`src/rtl/lcd_pkg.sv`:
```
// Shared state types, HD44780 opcodes and timing constants for the LCD init sequencer.
package lcd_pkg;

  typedef enum logic [2:0] {
    S_IDLE,
    S_PWRUP,
    S_RAW,
    S_CMD,
    S_DONE
  } seq_state_e;

  typedef enum logic [2:0] {
    STB_IDLE,
    STB_SETUP,
    STB_HIGH,
    STB_HOLD,
    STB_DELAY
  } stb_state_e;

  localparam logic [7:0] OP_FUNC_SET = 8'h20;
  localparam logic [7:0] OP_DISP_OFF = 8'h08;
  localparam logic [7:0] OP_CLEAR    = 8'h01;
  localparam logic [7:0] OP_ENTRY    = 8'h04;
  localparam logic [7:0] OP_DISP_ON  = 8'h0C;

  // Raw wake-up writes carry only an upper nibble.
  localparam logic [7:0] RAW_WAKE    = 8'h30;
  localparam logic [7:0] RAW_4BIT    = 8'h20;

  localparam int unsigned T_PHASE_US = 1;
  localparam int unsigned T_GAP_US   = 1;
  localparam int unsigned T_WAKE1_US = 4100;
  localparam int unsigned T_WAKE_US  = 100;
  localparam int unsigned T_CMD_US   = 53;
  localparam int unsigned T_CLR_US   = 2000;

  // Rounds up to whole cycles and never returns 0, so a counter load of n-1 is always valid.
  function automatic int unsigned us_to_cycles(input int unsigned us, input int unsigned clk_hz);
    longint unsigned c;
    c = (64'(us) * 64'(clk_hz) + 64'd999_999) / 64'd1_000_000;
    if (c == 64'd0) c = 64'd1;
    return 32'(c);
  endfunction

endpackage

```
`src/rtl/lcd_strobe.sv`:
```
// One LCD write: setup, E high, hold, then a caller-supplied step delay ending in a one-cycle fin.
module lcd_strobe
  import lcd_pkg::*;
#(
  parameter int unsigned CLK_FREQ_HZ = 50_000_000,
  parameter int unsigned DLY_W       = 18
) (
  input  logic             clk,
  input  logic             reset_n,
  input  logic             go,
  input  logic [7:0]       data,
  input  logic [DLY_W-1:0] delay_cycles,
  output logic [7:0]       lcd_d,
  output logic             lcd_e,
  output logic             fin
);

  localparam int unsigned      PH_CYC  = us_to_cycles(T_PHASE_US, CLK_FREQ_HZ);
  localparam logic [DLY_W-1:0] PH_LOAD = DLY_W'(PH_CYC - 1);

  stb_state_e       st_q, st_d;
  logic [DLY_W-1:0] cnt_q, cnt_d;
  logic [DLY_W-1:0] dly_q, dly_d;
  logic [7:0]       data_q, data_d;

  always_ff @(posedge clk) begin
    if (!reset_n) begin
      st_q   <= STB_IDLE;
      cnt_q  <= '0;
      dly_q  <= '0;
      data_q <= '0;
    end else begin
      st_q   <= st_d;
      cnt_q  <= cnt_d;
      dly_q  <= dly_d;
      data_q <= data_d;
    end
  end

  always_comb begin
    st_d   = st_q;
    cnt_d  = cnt_q;
    dly_d  = dly_q;
    data_d = data_q;
    fin    = 1'b0;
    case (st_q)
      STB_IDLE: begin
        if (go) begin
          st_d   = STB_SETUP;
          cnt_d  = PH_LOAD;
          data_d = data;
          dly_d  = delay_cycles;
        end
      end
      STB_SETUP: begin
        if (cnt_q == '0) begin
          st_d  = STB_HIGH;
          cnt_d = PH_LOAD;
        end else begin
          cnt_d = cnt_q - DLY_W'(1);
        end
      end
      STB_HIGH: begin
        if (cnt_q == '0) begin
          st_d  = STB_HOLD;
          cnt_d = PH_LOAD;
        end else begin
          cnt_d = cnt_q - DLY_W'(1);
        end
      end
      STB_HOLD: begin
        if (cnt_q == '0) begin
          st_d  = STB_DELAY;
          cnt_d = dly_q - DLY_W'(1);
        end else begin
          cnt_d = cnt_q - DLY_W'(1);
        end
      end
      STB_DELAY: begin
        if (cnt_q == '0) begin
          fin = 1'b1;
          // A go in the fin cycle chains the next write with no idle cycle in between.
          if (go) begin
            st_d   = STB_SETUP;
            cnt_d  = PH_LOAD;
            data_d = data;
            dly_d  = delay_cycles;
          end else begin
            st_d   = STB_IDLE;
            data_d = '0;
          end
        end else begin
          cnt_d = cnt_q - DLY_W'(1);
        end
      end
      default: st_d = STB_IDLE;
    endcase
  end

  assign lcd_d = data_q;
  assign lcd_e = (st_q == STB_HIGH);

endmodule

```
`src/rtl/lcd_init_seq.sv`:
```
// HD44780 power-on initialisation sequencer: power-up wait, raw wake-up writes, then configuration bytes.
//   state   | meaning
//   IDLE    | waiting for start, bus parked at 0
//   PWRUP   | power-up wait before the first write
//   RAW     | 0x3 wake-up nibbles (plus 0x2 in 4-bit mode)
//   CMD     | function set, display off, clear, entry mode, display on
//   DONE    | sequence complete, bus handed over; start re-runs everything
module lcd_init_seq
  import lcd_pkg::*;
#(
  parameter int unsigned CLK_FREQ_HZ = 50_000_000,
  parameter int unsigned BUS_WIDTH   = 4,
  parameter bit          TWO_LINES   = 1'b1,
  parameter bit          FONT_5X10   = 1'b0,
  parameter bit          CURSOR_ON   = 1'b0,
  parameter bit          BLINK_ON    = 1'b0,
  parameter bit          ENTRY_INC   = 1'b1,
  parameter bit          ENTRY_SHIFT = 1'b0,
  parameter int unsigned T_PWRUP_US  = 15000
) (
  input  logic       CLK,
  input  logic       RESET_N,
  input  logic       start,
  output logic       busy,
  output logic       done,
  output logic [7:0] LCD_D,
  output logic       LCD_RS,
  output logic       LCD_RW,
  output logic       LCD_E
);

  if (BUS_WIDTH != 4 && BUS_WIDTH != 8) begin : g_bad_bus_width
    $error("lcd_init_seq: BUS_WIDTH must be 4 or 8");
  end

  localparam bit          IS_8BIT   = (BUS_WIDTH == 8);
  localparam int unsigned DLY_W     = $clog2(us_to_cycles(T_WAKE1_US, CLK_FREQ_HZ) + 1);
  localparam int unsigned PW_CYC    = us_to_cycles(T_PWRUP_US, CLK_FREQ_HZ);
  localparam int unsigned PW_W      = $clog2(PW_CYC + 1);
  localparam int unsigned RAW_STEPS = IS_8BIT ? 3 : 4;
  localparam int unsigned NUM_STEPS = IS_8BIT ? 8 : 14;

  localparam logic [PW_W-1:0] PW_LOAD   = PW_W'(PW_CYC - 1);
  localparam logic [3:0]      LAST_STEP = 4'(NUM_STEPS - 1);
  localparam logic [3:0]      FIRST_CMD = 4'(RAW_STEPS);

  localparam logic [DLY_W-1:0] D_WAKE1 = DLY_W'(us_to_cycles(T_WAKE1_US, CLK_FREQ_HZ));
  localparam logic [DLY_W-1:0] D_WAKE  = DLY_W'(us_to_cycles(T_WAKE_US, CLK_FREQ_HZ));
  localparam logic [DLY_W-1:0] D_CMD   = DLY_W'(us_to_cycles(T_CMD_US, CLK_FREQ_HZ));
  localparam logic [DLY_W-1:0] D_CLR   = DLY_W'(us_to_cycles(T_CLR_US, CLK_FREQ_HZ));
  localparam logic [DLY_W-1:0] D_GAP   = DLY_W'(us_to_cycles(T_GAP_US, CLK_FREQ_HZ));

  localparam logic [7:0] FS_BYTE  = OP_FUNC_SET | {3'b000, IS_8BIT, TWO_LINES, FONT_5X10, 2'b00};
  localparam logic [7:0] EM_BYTE  = OP_ENTRY | {6'b000000, ENTRY_INC, ENTRY_SHIFT};
  localparam logic [7:0] DON_BYTE = OP_DISP_ON | {6'b000000, CURSOR_ON, BLINK_ON};

  seq_state_e       state_q, state_d;
  logic [PW_W-1:0]  pw_cnt_q, pw_cnt_d;
  logic [3:0]       step_q, step_d;
  logic             stb_go, stb_fin, stb_e;
  logic [7:0]       stb_d;
  logic [7:0]       rom_data;
  logic [DLY_W-1:0] rom_dly;

  always_ff @(posedge CLK) begin
    if (!RESET_N) begin
      state_q  <= S_IDLE;
      pw_cnt_q <= '0;
      step_q   <= '0;
    end else begin
      state_q  <= state_d;
      pw_cnt_q <= pw_cnt_d;
      step_q   <= step_d;
    end
  end

  always_comb begin
    state_d  = state_q;
    pw_cnt_d = pw_cnt_q;
    step_d   = step_q;
    stb_go   = 1'b0;
    case (state_q)
      S_IDLE, S_DONE: begin
        if (start) begin
          state_d  = S_PWRUP;
          pw_cnt_d = PW_LOAD;
          step_d   = '0;
        end
      end
      S_PWRUP: begin
        if (pw_cnt_q == '0) begin
          state_d = S_RAW;
          step_d  = '0;
          stb_go  = 1'b1;
        end else begin
          pw_cnt_d = pw_cnt_q - PW_W'(1);
        end
      end
      S_RAW, S_CMD: begin
        if (stb_fin) begin
          if (step_q == LAST_STEP) begin
            state_d = S_DONE;
            step_d  = '0;
          end else begin
            step_d  = step_q + 4'd1;
            stb_go  = 1'b1;
            state_d = (step_d < FIRST_CMD) ? S_RAW : S_CMD;
          end
        end
      end
      default: state_d = S_IDLE;
    endcase
  end

  // Step ROM indexed by the step being launched; 4-bit bytes split into high nibble + gap, low nibble + delay.
  always_comb begin
    rom_data = 8'h00;
    rom_dly  = D_CMD;
    if (IS_8BIT) begin
      case (step_d)
        4'd0:       begin rom_data = RAW_WAKE;    rom_dly = D_WAKE1; end
        4'd1, 4'd2: begin rom_data = RAW_WAKE;    rom_dly = D_WAKE;  end
        4'd3:       begin rom_data = FS_BYTE;     rom_dly = D_CMD;   end
        4'd4:       begin rom_data = OP_DISP_OFF; rom_dly = D_CMD;   end
        4'd5:       begin rom_data = OP_CLEAR;    rom_dly = D_CLR;   end
        4'd6:       begin rom_data = EM_BYTE;     rom_dly = D_CMD;   end
        4'd7:       begin rom_data = DON_BYTE;    rom_dly = D_CMD;   end
        default:    begin rom_data = 8'h00;       rom_dly = D_CMD;   end
      endcase
    end else begin
      case (step_d)
        4'd0:       begin rom_data = RAW_WAKE;                    rom_dly = D_WAKE1; end
        4'd1, 4'd2: begin rom_data = RAW_WAKE;                    rom_dly = D_WAKE;  end
        4'd3:       begin rom_data = RAW_4BIT;                    rom_dly = D_WAKE;  end
        4'd4:       begin rom_data = {FS_BYTE[7:4], 4'h0};        rom_dly = D_GAP;   end
        4'd5:       begin rom_data = {FS_BYTE[3:0], 4'h0};        rom_dly = D_CMD;   end
        4'd6:       begin rom_data = {OP_DISP_OFF[7:4], 4'h0};    rom_dly = D_GAP;   end
        4'd7:       begin rom_data = {OP_DISP_OFF[3:0], 4'h0};    rom_dly = D_CMD;   end
        4'd8:       begin rom_data = {OP_CLEAR[7:4], 4'h0};       rom_dly = D_GAP;   end
        4'd9:       begin rom_data = {OP_CLEAR[3:0], 4'h0};       rom_dly = D_CLR;   end
        4'd10:      begin rom_data = {EM_BYTE[7:4], 4'h0};        rom_dly = D_GAP;   end
        4'd11:      begin rom_data = {EM_BYTE[3:0], 4'h0};        rom_dly = D_CMD;   end
        4'd12:      begin rom_data = {DON_BYTE[7:4], 4'h0};       rom_dly = D_GAP;   end
        4'd13:      begin rom_data = {DON_BYTE[3:0], 4'h0};       rom_dly = D_CMD;   end
        default:    begin rom_data = 8'h00;                       rom_dly = D_CMD;   end
      endcase
    end
  end

  lcd_strobe #(
    .CLK_FREQ_HZ (CLK_FREQ_HZ),
    .DLY_W       (DLY_W)
  ) u_strobe (
    .clk          (CLK),
    .reset_n      (RESET_N),
    .go           (stb_go),
    .data         (rom_data),
    .delay_cycles (rom_dly),
    .lcd_d        (stb_d),
    .lcd_e        (stb_e),
    .fin          (stb_fin)
  );

  assign busy   = (state_q == S_PWRUP) || (state_q == S_RAW) || (state_q == S_CMD);
  assign done   = (state_q == S_DONE);
  assign LCD_D  = ((state_q == S_RAW) || (state_q == S_CMD)) ? stb_d : 8'h00;
  assign LCD_E  = stb_e;
  assign LCD_RS = 1'b0;
  assign LCD_RW = 1'b0;

endmodule
```
`config.mk`:
```
export PLATFORM = sky130hd
export DESIGN_NAME = lcd_init_seq
export DESIGN_NICKNAME = d
export VERILOG_FILES = /design/src/rtl/lcd_pkg.sv /design/src/rtl/lcd_strobe.sv /design/src/rtl/lcd_init_seq.sv
export SDC_FILE = /design/constraint.sdc
export NUM_CORES = 1
export LEC_CHECK = 0
export ABC_AREA = 1
export BUFFER_PORTS_ARGS = -buffer_cell sky130_fd_sc_hd__buf_2
export CORE_UTILIZATION = 57
export CTS_CLUSTER_DIAMETER = 30
export DETAILED_ROUTE_END_ITERATION = 12
export PLACE_DENSITY = 0.82
export SYNTH_ARGS = -nofsm -noshare
export SYNTH_HDL_FRONTEND = slang
export SYNTH_HIERARCHICAL = 1
export SYNTH_SLANG_ARGS = --single-unit
export TNS_END_PERCENT = 1
```
`constraint.sdc`:
```
create_clock -name CLK -period 5.7 [get_ports CLK]
set_input_delay 0.285 -clock CLK [delete_from_list [all_inputs] [get_ports CLK]]
set_output_delay 0.285 -clock CLK [all_outputs]
set_load 0.1 [all_outputs]
```
==> impl_metrics.toml <==
[run_status]
status = "complete, no violations"

[timing]
hold_ws_ps = 245
timing.final.crit_share_pct = 54.3
setup_tns_ps = 0
finalCriticalPeriod_ps = 3090
setup_ws_ps = 2610
slew_viol_final = 0
rsz0062_at_grt = "false"
skew_ps = 14.2
hold_viol_final = 0
setup_viol = 0
slew-limit-headroom_pct = 43.7
tightest_slew_ps = 843
timing.fmax_mhz = 323

[setup_path]
critical_path_class = "reg -> reg"
regToRegSetupSlack_ps = 2610
cp_max_fo = 7
r2r_end = "u_strobe/dly_q[5]"
path_delay_family = "simple AND/OR/NAND/NOR gates"
startpoint_type = "flip-flop"
worstPathArrival_ps = 3390
path_cells = "inv_1, ha_1, nand3_1, nor2_1, nand2_1, nor2_1, inv_1, nor2_1, nor2_1, nor3_2, nand3_1, nand2_1, nand3_1, nand2_1, nand3_1, nand2_1, o21ai_0, a21oi_1"
cp.buffers_inverters = 2
cp_slowest_stage_delay_ps = 350
cp-end-kind = "flip-flop"
rr_startpoint = "u_strobe/cnt_q[0]"
cpMaxStageDelayCell = "dfxtp_1"
reg2regPathDepth = 18
cp_data_required_time_ps = 5990

[placed_design]
gp_congestion = 0.929
dp_hpwl_um = 9450
post-place-ws_ps = 2730
placed_area_mm2 = 0.00508
io_buffers = 13

[floorplan]
die-height_um = 95.1
core_region_area_mm2 = 0.00830
rows = 33
io_pins = 16
die-area_mm2 = 0.00905
die_w_um = 95.1
start_util_pct = 59.6

[drt]
routed_wl_um = 12600
drc_errors = 0
wl_per_cell_um = 14.0
drt_first_pass_iters = 6
drt_iter0_drc = 412
vias = 5017
viasPerCell = 5.57
postRouteAntennaNets = 0

[layout]
nets = 799
drive_gt1_share_pct = 10.4
syn_to_final_growth_pct = 7.04
fin_area_mm2 = 0.00529
fin_util_pct = 63.8
antenna_cells = 0
n_fill_cell = 798

[synth]
yosys.cell_count.top_type = "nand2_1"
synthDistinctLibCells = 45
synth_seq_cells = 74
netlist_instances = 775
synth_seq_area_share_pct = 30.0
yosysTopAreaCellShare_pct = 30.0
synth_area_per_cell_um2 = 6.38
synth_edf_count = 0
synthTopCellsByCount = "nand2_1 (185), nor2_1 (108), inv_1 (78)"
ys_warn_count = 6
synth_area_mm2 = 0.00494
yosys.area.top_type = "dfxtp_1"
ys_top_cells_by_area = "dfxtp_1 (30%), nand2_1 (14%), nor2_1 (8.2%)"
synth_ff_type = "dfxtp_1"
async_flop_share_pct = 0

[run]
maxCapViolations = 0

[hold_path]
min_from = "start"
whs_endpoint = "state_q[2]"
hp-class = "in -> reg"
whs_path_depth = 4

[clock_network]
root_buffer = "clkbuf_8"
cts_tree = "done"
numCtsBuffers = 9
clk_latency_ps = 360
cts.sink_count = 74
htreeDepth = 3
clk_pin_slew_ps = 90
post_cts_buffers = 0
max-clock-path-buffers = 2
ctsHoldBuffers = 0
cts_resized = 0

[global_route]
overflow = 0
grt_usage_pct = 28.9
grt_max_degree = 37
grt_pass1_wl_um = 20700
grt_pass1_vias = 4551
antenna_found_initial = 0

[pwr]
pwr_density_cell_mw_per_mm2 = 606
peakVddDrop_uv = 464
p_leak_nw = 2.42
-- sequential cells by signal (all words and copies together), names as in the netlist --
name,count
pw_cnt_q,20
u_strobe/st_q,3
u_strobe/lcd_d,8
state_q,3
u_strobe/dly_q,18
step_q,4
u_strobe/cnt_q,18
-- stage by stage --
stage | std cells | power [mW]
3_5_place_dp | 884 | 2.74
4_1_cts | 900 | 3.18
3_3_place_gp | 884 | 2.70
6_report | 900 | 3.21
2_1_floorplan | 783 | 2.33
5_1_grt | 900 | 3.47
-- worst register-to-register path, delay by kind of cell, from the launching register on --
| kind | cells | cell delay, ps |
|---|---|---|
| compound gates | 2 | 310 |
| fa+ha+maj | 1 | 220 |
| buf+inv | 2 | 250 |
| flops | 1 | 350 |
| simple gates | 13 | 1920 |
-- layer usage --
| layer | up-vias | wire (um) | GRT usage, % |
|---|---|---|---|
| met4 | 0 | 306 | 11.2 |
| met5 | - | 0 | 0 |
| met2 | 160 | 5930 | 49.2 |
| met1 | 2296 | 5660 | 35.8 |
| met3 | 30 | 668 | 5.50 |
| li1 | 2531 | - | - |
-- worst max path at each step --
stage | start | to | slack [ps] | cells after the start
after global routing | u_strobe/cnt_q[0] | u_strobe/dly_q[5] | 2320 | 18
after global placement | u_strobe/cnt_q[0] | u_strobe/lcd_d[5] | 2870 | 18
final | u_strobe/cnt_q[0] | u_strobe/dly_q[5] | 2610 | 18
after CTS | u_strobe/cnt_q[0] | u_strobe/dly_q[5] | 2720 | 18
after floorplan | u_strobe/cnt_q[0] | u_strobe/lcd_d[5] | 3090 | 16
after detailed placement | u_strobe/cnt_q[0] | u_strobe/dly_q[1] | 2730 | 19
-- kinds of logic (layout without fill, tap and decap cells) --
family / Yosys count / in the layout / synth area share (%)
AND/OR/NAND/NOR: 420 / 420 / 40.0
AO/OA/AOI/OAI: 143 / 143 / 15.2
buffers and inverters: 104 / 116 / 8.50
flip-flops: 74 / 74 / 30.0
XOR/XNOR: 27 / 27 / 4.78
adder cells (fa/ha/maj): 6 / 6 / 1.52
other: 1 / 9 / 0.0759
-- layout make-up --
type                            count  area (um^2)  area share, %
Multi-Input combinational cell    605         3070           58.1
Sequential cell                    74         1480           28.0
Inverter                           86          325           6.15
Clock buffer                       10          138           2.60
Tap cell                          105          131           2.48
Timing Repair Buffer               14         72.6           1.37
Clock inverter                      6         71.3           1.35
-- layout by cell type, fill, tap and decap left out, drive strengths merged --
cell,n
a211oi,1
a21oi,78
a22oi,1
a311oi,1
a31oi,2
and2,1
and3,1
buf,14
bufinv,1
clkbuf,10
clkinv,1
clkinvlp,2
conb,9
dfxtp,74
ha,6
inv,88
nand2,201
nand3,57
nand3b,12
nand4,8
nor2,128
nor3,10
nor3b,1
o211ai,1
o21ai,55
o22ai,3
o31ai,1
or2,1
xnor2,6
xor2,21
-- where the power goes --
| part | switching, mW | internal (mW) | leakage [nW] |
|---|---|---|---|
| logic | 1.39 | 0.677 | 1.72 |
| registers | 0.103 | 0.597 | 0.601 |
| clock network | 0.218 | 0.219 | 0.0999 |
Power figures use the tool's default switching activity.
